===== src/rtl/sm_add_sub_unit_pkg.sv =====
// Shared constants and types for the sign-magnitude add/sub slice of the small ALU.
// Imported by the top and by the testbench reference model.
package add_sub_pkg;

    localparam int WIDTH_DEFAULT = 3;

    localparam logic OP_ADD = 1'b0;
    localparam logic OP_SUB = 1'b1;

    // Sign-magnitude result at the default width: one sign bit over a WIDTH-bit magnitude.
    typedef struct packed {
        logic                     sign;
        logic [WIDTH_DEFAULT-1:0] mag;
    } sm_t;

endpackage


===== src/rtl/sm_add_sub_unit_if.sv =====
// Operand/result bus of sm_add_sub_unit. Handshake: a beat is accepted on every clock edge
// where in_valid is high; out_valid marks the cycle R/flags were updated; there is no backpressure.
interface sm_add_sub_unit_if #(
    parameter int WIDTH = 3
);

    logic             in_valid;
    logic             OP;
    logic [WIDTH-1:0] A;
    logic [WIDTH-1:0] B;
    logic             out_valid;
    logic [WIDTH:0]   R;
    logic             SF;
    logic             ZF;
    logic             DZF;

    modport master (
        output in_valid, OP, A, B,
        input  out_valid, R, SF, ZF, DZF
    );

    modport slave (
        input  in_valid, OP, A, B,
        output out_valid, R, SF, ZF, DZF
    );

endinterface


===== src/rtl/sm_add_sub_unit_mag_addsub.sv =====
// Combinational sign-magnitude core: effective signs and magnitudes in, normalised
// sign + magnitude out. A zero magnitude always leaves with sign 0.
module sm_mag_addsub #(
    parameter int WIDTH = 3
) (
    input  logic             s_a,
    input  logic [WIDTH-2:0] m_a,
    input  logic             s_b,
    input  logic [WIDTH-2:0] m_b,
    output logic             sign,
    output logic [WIDTH-1:0] mag
);

    logic [WIDTH-1:0] ext_a;
    logic [WIDTH-1:0] ext_b;

    assign ext_a = {1'b0, m_a};
    assign ext_b = {1'b0, m_b};

    always_comb begin
        sign = s_a;
        mag  = '0;
        if (s_a == s_b) begin
            mag  = ext_a + ext_b;
            sign = s_a;
        end else if (m_a >= m_b) begin
            mag  = ext_a - ext_b;
            sign = s_a;
        end else begin
            mag  = ext_b - ext_a;
            sign = s_b;
        end
        // Covers both 1-00..0 operands and cancelling differences.
        if (mag == '0) begin
            sign = 1'b0;
        end
    end

endmodule


===== src/rtl/sm_add_sub_unit.sv =====
// Registered sign-magnitude adder/subtractor driving R and the SF/ZF/DZF flags.
// Define ADD_SUB_INPUT_REG_EN to add an input register stage (latency 2 instead of 1).
module sm_add_sub_unit
    import add_sub_pkg::*;
#(
    parameter int WIDTH = add_sub_pkg::WIDTH_DEFAULT
) (
    input  logic               clk,
    input  logic               rst_n,
    sm_add_sub_unit_if.slave   bus
);

    logic             dp_valid;
    logic             dp_op;
    logic [WIDTH-1:0] dp_a;
    logic [WIDTH-1:0] dp_b;

`ifdef ADD_SUB_INPUT_REG_EN
    logic             stg_valid_q, stg_valid_d;
    logic             stg_op_q,    stg_op_d;
    logic [WIDTH-1:0] stg_a_q,     stg_a_d;
    logic [WIDTH-1:0] stg_b_q,     stg_b_d;

    always_comb begin
        stg_valid_d = bus.in_valid;
        stg_op_d    = bus.OP;
        stg_a_d     = bus.A;
        stg_b_d     = bus.B;
    end

    always_ff @(posedge clk or negedge rst_n) begin
        if (!rst_n) begin
            stg_valid_q <= 1'b0;
            stg_op_q    <= OP_ADD;
            stg_a_q     <= '0;
            stg_b_q     <= '0;
        end else begin
            stg_valid_q <= stg_valid_d;
            stg_op_q    <= stg_op_d;
            stg_a_q     <= stg_a_d;
            stg_b_q     <= stg_b_d;
        end
    end

    assign dp_valid = stg_valid_q;
    assign dp_op    = stg_op_q;
    assign dp_a     = stg_a_q;
    assign dp_b     = stg_b_q;
`else
    assign dp_valid = bus.in_valid;
    assign dp_op    = bus.OP;
    assign dp_a     = bus.A;
    assign dp_b     = bus.B;
`endif

    logic             res_sign;
    logic [WIDTH-1:0] res_mag;

    // Subtraction is addition with B's sign flipped.
    sm_mag_addsub #(
        .WIDTH (WIDTH)
    ) u_mag_addsub (
        .s_a  (dp_a[WIDTH-1]),
        .m_a  (dp_a[WIDTH-2:0]),
        .s_b  (dp_b[WIDTH-1] ^ (dp_op == OP_SUB)),
        .m_b  (dp_b[WIDTH-2:0]),
        .sign (res_sign),
        .mag  (res_mag)
    );

    logic           out_valid_q, out_valid_d;
    logic [WIDTH:0] r_q,         r_d;
    logic           zf_q,        zf_d;

    always_comb begin
        out_valid_d = dp_valid;
        r_d         = r_q;
        zf_d        = zf_q;
        if (dp_valid) begin
            r_d  = {res_sign, res_mag};
            zf_d = (res_mag == '0);
        end
    end

    always_ff @(posedge clk or negedge rst_n) begin
        if (!rst_n) begin
            out_valid_q <= 1'b0;
            r_q         <= '0;
            zf_q        <= 1'b1;
        end else begin
            out_valid_q <= out_valid_d;
            r_q         <= r_d;
            zf_q        <= zf_d;
        end
    end

    assign bus.out_valid = out_valid_q;
    assign bus.R         = r_q;
    assign bus.SF        = r_q[WIDTH];
    assign bus.ZF        = zf_q;
    assign bus.DZF       = 1'b0;

endmodule


===== src/flat_wrapper.sv =====
// flat-port wrapper written by rule: the top's interface ports become plain ports
module sm_add_sub_unit_flat import add_sub_pkg::*;
#(
    parameter int WIDTH = add_sub_pkg::WIDTH_DEFAULT
)
  (clk, rst_n, bus_in_valid, bus_OP, bus_A, bus_B, bus_out_valid, bus_R, bus_SF, bus_ZF, bus_DZF);
  sm_add_sub_unit_if #(.WIDTH(WIDTH)) bus_i ();
  input  logic clk;
  input  logic rst_n;
  input wire logic [$bits(bus_i.in_valid)-1:0] bus_in_valid;
  input wire logic [$bits(bus_i.OP)-1:0] bus_OP;
  input wire logic [$bits(bus_i.A)-1:0] bus_A;
  input wire logic [$bits(bus_i.B)-1:0] bus_B;
  output wire logic [$bits(bus_i.out_valid)-1:0] bus_out_valid;
  output wire logic [$bits(bus_i.R)-1:0] bus_R;
  output wire logic [$bits(bus_i.SF)-1:0] bus_SF;
  output wire logic [$bits(bus_i.ZF)-1:0] bus_ZF;
  output wire logic [$bits(bus_i.DZF)-1:0] bus_DZF;
  assign bus_i.in_valid = bus_in_valid;
  assign bus_i.OP = bus_OP;
  assign bus_i.A = bus_A;
  assign bus_i.B = bus_B;
  assign bus_out_valid = bus_i.out_valid;
  assign bus_R = bus_i.R;
  assign bus_SF = bus_i.SF;
  assign bus_ZF = bus_i.ZF;
  assign bus_DZF = bus_i.DZF;
  sm_add_sub_unit #(.WIDTH(WIDTH)) u_core (.clk(clk), .rst_n(rst_n), .bus(bus_i));
endmodule

===== config.mk =====
export PLATFORM = sky130hd
export DESIGN_NAME = sm_add_sub_unit_flat
export DESIGN_NICKNAME = d
export VERILOG_FILES = /design/src/rtl/sm_add_sub_unit_pkg.sv /design/src/rtl/sm_add_sub_unit_if.sv /design/src/rtl/sm_add_sub_unit_mag_addsub.sv /design/src/rtl/sm_add_sub_unit.sv /design/src/flat_wrapper.sv
export SDC_FILE = /design/constraint.sdc
export NUM_CORES = 1
export LEC_CHECK = 0
export ABC_AREA = 1
export CORE_AREA = 2 2 39 41
export DETAILED_ROUTE_END_ITERATION = 16
export DIE_AREA = 0 0 41 43
export PLACE_DENSITY = 0.76
export RECOVER_POWER = 25
export SYNTH_ARGS = -nofsm -noshare
export SYNTH_HDL_FRONTEND = slang
export SYNTH_SLANG_ARGS = --single-unit

===== constraint.sdc =====
create_clock -name clk -period 1.5 [get_ports clk]
set_input_delay 0.3 -clock clk [delete_from_list [all_inputs] [get_ports clk]]
set_output_delay 0.3 -clock clk [all_outputs]
set_load 0.02 [all_outputs]

==> out/qor.txt, run 1 <==
Worst slack, placed: -0.6531 ns
First-pass GRT wire length: 1.800 mm
CP Capture Type: flip-flop
P&R area growth vs syn: 47.61%
Nets@finish: 104
Clk slew on worst S/H paths: 0.05 ns
Peak VDD IR: 0.2663 mV
Routed wire length: 966 microns
Crit path from: bus_B[0]
Placed cell count: 98
1st-iter DRT viols: 2
Worst Slack Setup Final: 0.05962 ns
Fin cells: 102
Post-CTS Setup Bufs: 0
Core ar.: 0.001384 sq mm
Area taken by flip-flops and latches: 151.4 sq um
Clk_skew: 0 ns
Grt peak-use layer: met2
Clk sinks: 6
Status: complete, no violations
WP data required: 1.63 ns
Port Buf Inserts: 16
Setup violators final: 0
Minimum clock period after layout: 1.440 ns
Met2 usage: 28.13%
Die X-Extent: 41 microns
GR Util met1: 14.24%
Worst Hold Class: in -> async
CTS HTree Levels: 1
# diodes: 0
Antenna violations before repair: 0
Remaining Overflow, GRT: 0
Drt first pass iters: 3
Setup crit start kind: input port
I/O pin count: 18
Ratio of cells with drive above 1 in the final layout: 33.72%
Skew-Pair Late Insertion Delay: 0.25 ns
Post-Syn Instances: 62
Met3 usage: 1.571%
Vias: 455
Avg WL per Cell: 9.471 microns
Starting Density: 35.90%
R2R cell count: 2
Worst hold margin: 0.3516 ns
Fill cell count: 151
Largest net degree at the start of global routing: 10
Layout Utilization: 52.98%
Setup TNS: 0 ns
Vias in the first global route: 470
Die height: 43 microns
Synth Net Count: 79
Clk root buf: clkbuf_4
Max Cap Viol: 0
Pleak: 0.4021 nW
Seq/Total Area, Yosys: 30.48%
# rows: 14
Placer Congestion: 0.7205
Hpwl dp: 842.8 microns
RR Startpoint: u_core.bus.ZF
Antenna-violating nets left: 0
Total GRT Usage: 15.29%
Vias per Instance: 4.461
Maximum buffer depth of the clock tree: 2
Yosys reg bits: 6
TritonCTS clock tree: yes
Synth cell types: 17
Peak Freq: 694.3 MHz
Num CTS Buffers: 3
Mapped Area: 496.7 sq um
Worst Path Arrival: 1.57 ns
Power Dens Cells: 800.8 mW/mm^2
CP Max Fanout: 3
Area occupied by multi-input gates: 301.5 sq um
Final slew viol count: 0
Yosys warns: 0
WS Path Type: in -> reg
Full die area: 0.001763 sq mm
Fin. Hold Viols: 0
Remaining DRCs: 0
Synthesized area per cell: 8.012 sq um
Period utilisation layout: 96.03%
[routing by layer]
| metal | share of wire [%] | routed length [microns] |
|---|---|---|
| met5 | 0 | 0 |
| met4 | 2.3 | 22 |
| met3 | 6.8 | 66 |
| met2 | 55 | 535 |
| met1 | 35 | 342 |
[worst max-delay path, stage by stage]
cell	delay, ns
buf_4	0.12
ha_2	0.18
fa_2	0.51
nand2_1	0.05
nand2_1	0.07
nand3_2	0.06
nand2_2	0.08
nand3_1	0.07
nand2_1	0.06
nand2_1	0.06
[where the power goes]
group | internal (W) | switching (W) | leakage (nW)
Sequential | 0.000186 | 0.0000116 | 0.0708
Combinational | 0.0000990 | 0.000126 | 0.316
Clock | 0.000101 | 0.0000633 | 0.0150
[placed cells by master (no fill, tap or decap), types with 2 or more instances in the layout]
master / instances
nand2_1: 17
inv_1: 8
nand2_2: 6
buf_4: 6
dlygate4sd2_1: 6
dfrtp_1: 5
clkdlybuf4s50_1: 4
inv_2: 3
nand3_1: 3
nand3_2: 3
clkbuf_4: 3
o21ai_1: 2
fa_1: 2
ha_2: 2
ha_1: 2
buf_6: 2
clkbuf_2: 2
[Yosys cell counts]
master / instances / area (sq um)
conb_1: 1 / 3.750
inv_2: 2 / 7.510
nand2_2: 6 / 37.54
o21ai_1: 2 / 10.01
ha_1: 4 / 50.05
inv_1: 9 / 33.78
dfrtp_1: 5 / 125.1
nand4_1: 1 / 6.260
buf_4: 2 / 15.01
o21ai_0: 1 / 5.000
a21oi_1: 1 / 5.000
nand2_1: 17 / 63.81
dfstp_2: 1 / 26.28
nand3_1: 4 / 20.02
fa_1: 3 / 60.06
a211oi_1: 1 / 7.510
nand3_2: 2 / 20.02
[path summary, 6_finish.rpt]
path,end,slack [ns]
setup / recovery,u_core.bus.R[3],0.06
hold reg to reg,u_core.bus.ZF,0.46
hold / removal,u_core.bus.R[0],0.35
min in group clk,u_core.bus.ZF,0.46
setup reg to reg,u_core.bus.ZF,0.82
max in group asynchronous,u_core.bus.ZF,0.88
[repair_timing]
item / CTS / global route
pin swaps: 2 / 2
gates resized for setup: 22 / 6
hold buffers: 0 / 0
endpoints found under the setup margin: 10 / 3
[flip-flops by register name (all words and copies together) (netlist names)]
signal,cells
u_core.bus.R,4
u_core.bus.ZF,1
u_core.bus.out_valid,1
[cell families (layout without fill, tap and decap cells)]
kind of cell	after synthesis	count (layout)	share of synthesized area, %
AO/OA/AOI/OAI	5	5	5.540
adder cells (fa/ha/maj)	7	7	22.17
buffers and inverters	13	37	11.33
flip-flops	6	6	30.48
other	1	1	0.7549
AND/OR/NAND/NOR	30	30	29.72
[cell type report]
cell class | instances | area share (%)
Multi-Input combinational cell | 43 | 41.13
Timing Repair Buffer | 22 | 26.28
Sequential cell | 6 | 20.65
Inverter | 11 | 5.631
Clock buffer | 4 | 3.584
Tap cell | 16 | 2.730
[per-stage QoR]
stage / instance area [sq um] / power (W)
after detailed placement: 709.4 / 0.0004456
after global placement: 709.4 / 0.0004360
final: 733.2 / 0.0005871
after floorplan: 499.2 / 0.0003329
after CTS: 726.9 / 0.0005928
after global routing: 733.2 / 0.0006342
(Power assumes the default switching activity.)
==> run 2: changes to the inputs <==
--- a/config.mk
+++ b/config.mk
@@ -9,6 +9,7 @@
 export CORE_AREA = 2 2 39 41
 export DETAILED_ROUTE_END_ITERATION = 16
 export DIE_AREA = 0 0 41 43
+export GPL_TIMING_DRIVEN = 0
 export PLACE_DENSITY = 0.76
 export RECOVER_POWER = 25
 export SYNTH_ARGS = -nofsm -noshare
==> run 2 against run 1 <==
Sequential power is essentially flat. Critical path type is now reg -> out. Clock power grew 2%. Cell area shrank 6.1%. Largest cell class unchanged. Power shrank 1.8%. Largest power group unchanged. Combinational power shrank 6%. Critical endpoint is now bus_out_valid. Sequential share of layout area grew 1.4 points. Die area is the same.
==> out/qor.txt, run 2 (synthesized netlist as in run 1, its figures left out) <==
P&R area growth vs syn: 38.54%
Antenna-violating nets left: 0
Fill cell count: 152
Setup slack, reg-to-reg: 0.81 ns
CP Max Fanout: 1
TritonCTS clock tree: yes
Drt first pass iters: 2
Clk root buf: clkbuf_4
Die X-Extent: 41 microns
Nets@finish: 100
Placer Congestion: 0.6895
Largest register FFs: 4
Max Cap Viol: 0
Peak Freq: 686.1 MHz
Remaining DRCs: 0
Die height: 43 microns
First-pass GRT wire length: 1.593 mm
Clk sinks: 6
Setup violators final: 0
Remaining Overflow, GRT: 0
Minimum clock period after layout: 1.458 ns
Ratio of cells with drive above 1 in the final layout: 30.49%
WP data required: 1.20 ns
Worst slack, placed: -0.6383 ns
Clk_skew: 0 ns
RSZ-0062 raised after global routing: false
Power Dens Cells: 837.9 mW/mm^2
Period utilisation layout: 97.17%
Setup crit start kind: flip-flop
Status: complete, no violations
Num CTS Buffers: 3
Port Buf Inserts: 16
Largest net degree at the start of global routing: 10
Routed wire length: 921 microns
1st-iter DRT viols: 9
Fin cells: 98
Crit path largest cell delay: 0.59 ns
Peak VDD IR: 0.1953 mV
Placed cell count: 94
CTS HTree Levels: 1
CP Capture Type: primary output
Commonest non-fill, non-tap cell in the layout: nand2_1
Maximum buffer depth of the clock tree: 2
Skew-Pair Late Insertion Delay: 0.25 ns
R2R cell count: 2
Total GRT Usage: 13.43%
Vias per Instance: 4.500
Hpwl dp: 753.7 microns
Fin. Hold Viols: 0
Worst Slack Setup Final: 0.04248 ns
CP top delay family: buffers and inverters
I/O pin count: 18
Avg WL per Cell: 9.398 microns
Vias in the first global route: 450
CP bufs+invs: 1
Worst Hold Class: in -> async
# diodes: 0
CP max-delay cell: clkdlybuf4s50_1
WS Path Type: reg -> out
Final slew viol count: 0
Antenna violations before repair: 0
Full die area: 0.001763 sq mm
Critical path depth: 1
Most frequent cells in the layout: nand2_1 (17), inv_1 (8), nand2_2 (6), dlygate4sd2_1 (6)
Core ar.: 0.001384 sq mm
Vias: 441
Worst path cell trace: clkdlybuf4s50_1
Pleak: 0.3704 nW
# rows: 14
Post-CTS Setup Bufs: 0
Worst Path Arrival: 1.16 ns
Starting Density: 35.90%
Clk slew on worst S/H paths: 0.05 ns
==> run 2: cell count changes in the layout (fill, tap and decap cells not counted) <==
| cell | before | now |
|---|---|---|
| buf_4 | 6 | 2 |
| buf_2 | 0 | 3 |
| buf_6 | 2 | 0 |
| clkbuf_2 | 2 | 1 |
| clkdlybuf4s50_1 | 4 | 5 |
| dlymetal6s2s_1 | 1 | 0 |
==> run 2: path summary, 6_finish.rpt <==
path | from | to
worst min-delay path | rst_n | u_core.bus.R[1]
worst min register to register | u_core.bus.ZF | u_core.bus.ZF
max in group asynchronous | rst_n | u_core.bus.ZF
worst max-delay path | u_core.bus.out_valid | bus_out_valid
min in group clk | u_core.bus.ZF | u_core.bus.ZF
worst max register to register | u_core.bus.ZF | u_core.bus.ZF
==> run 2: where the power goes <==
part / switching (W) / internal (W) / leakage, nW / total (W)
Sequential: 0.0000107 / 0.000186 / 0.0708 / 0.000197
Clock: 0.0000663 / 0.000101 / 0.0150 / 0.000168
Combinational: 0.000122 / 0.0000902 / 0.285 / 0.000212
Total: 0.000199 / 0.000377 / 0.370 / 0.000577
==> run 2: what timing repair did <==
item | CTS | global route
endpoints found under the setup margin | 10 | 2
hold endpoints to repair | 0 | 0
hold buffers | 0 | 0
pin swaps | 2 | 2
resized for setup | 21 | 4
==> run 2: cell type report <==
| cell class | count | area, sq um | share of cell area (%) |
|---|---|---|---|
| flip-flops and latches | 6 | 151.4 | 22.00 |
| multi-input cells | 43 | 301.5 | 43.82 |
| clock buffers | 4 | 26.28 | 3.818 |
| repair buffers | 16 | 132.6 | 19.27 |
| well taps | 16 | 20.02 | 2.909 |
| inverters | 11 | 41.29 | 6.000 |
| plain buffers | 2 | 15.01 | 2.182 |
==> run 2: through the flow <==
stage	instance area (sq um)	power [W]	utilization [%]	hold WS, ns	TNS, ns
2_1_floorplan	499.2	0.0003329	-	0.004409	0
3_3_place_gp	679.4	0.0004293	49.10	0.4579	-2.044
3_5_place_dp	679.4	0.0004349	49.10	0.4645	-2.181
4_1_cts	705.7	0.0005892	50.99	0.2871	0
5_1_grt	688.2	0.0006159	49.73	0.3798	0
6_report	688.2	0.0005766	49.73	0.3539	0
==> run 2: routing by layer <==
metal	part of all wire, %	global-route usage [%]
met1	35	11.48
met2	53	25.00
met3	9.2	1.571
met4	2.9	10.00
met5	0	0
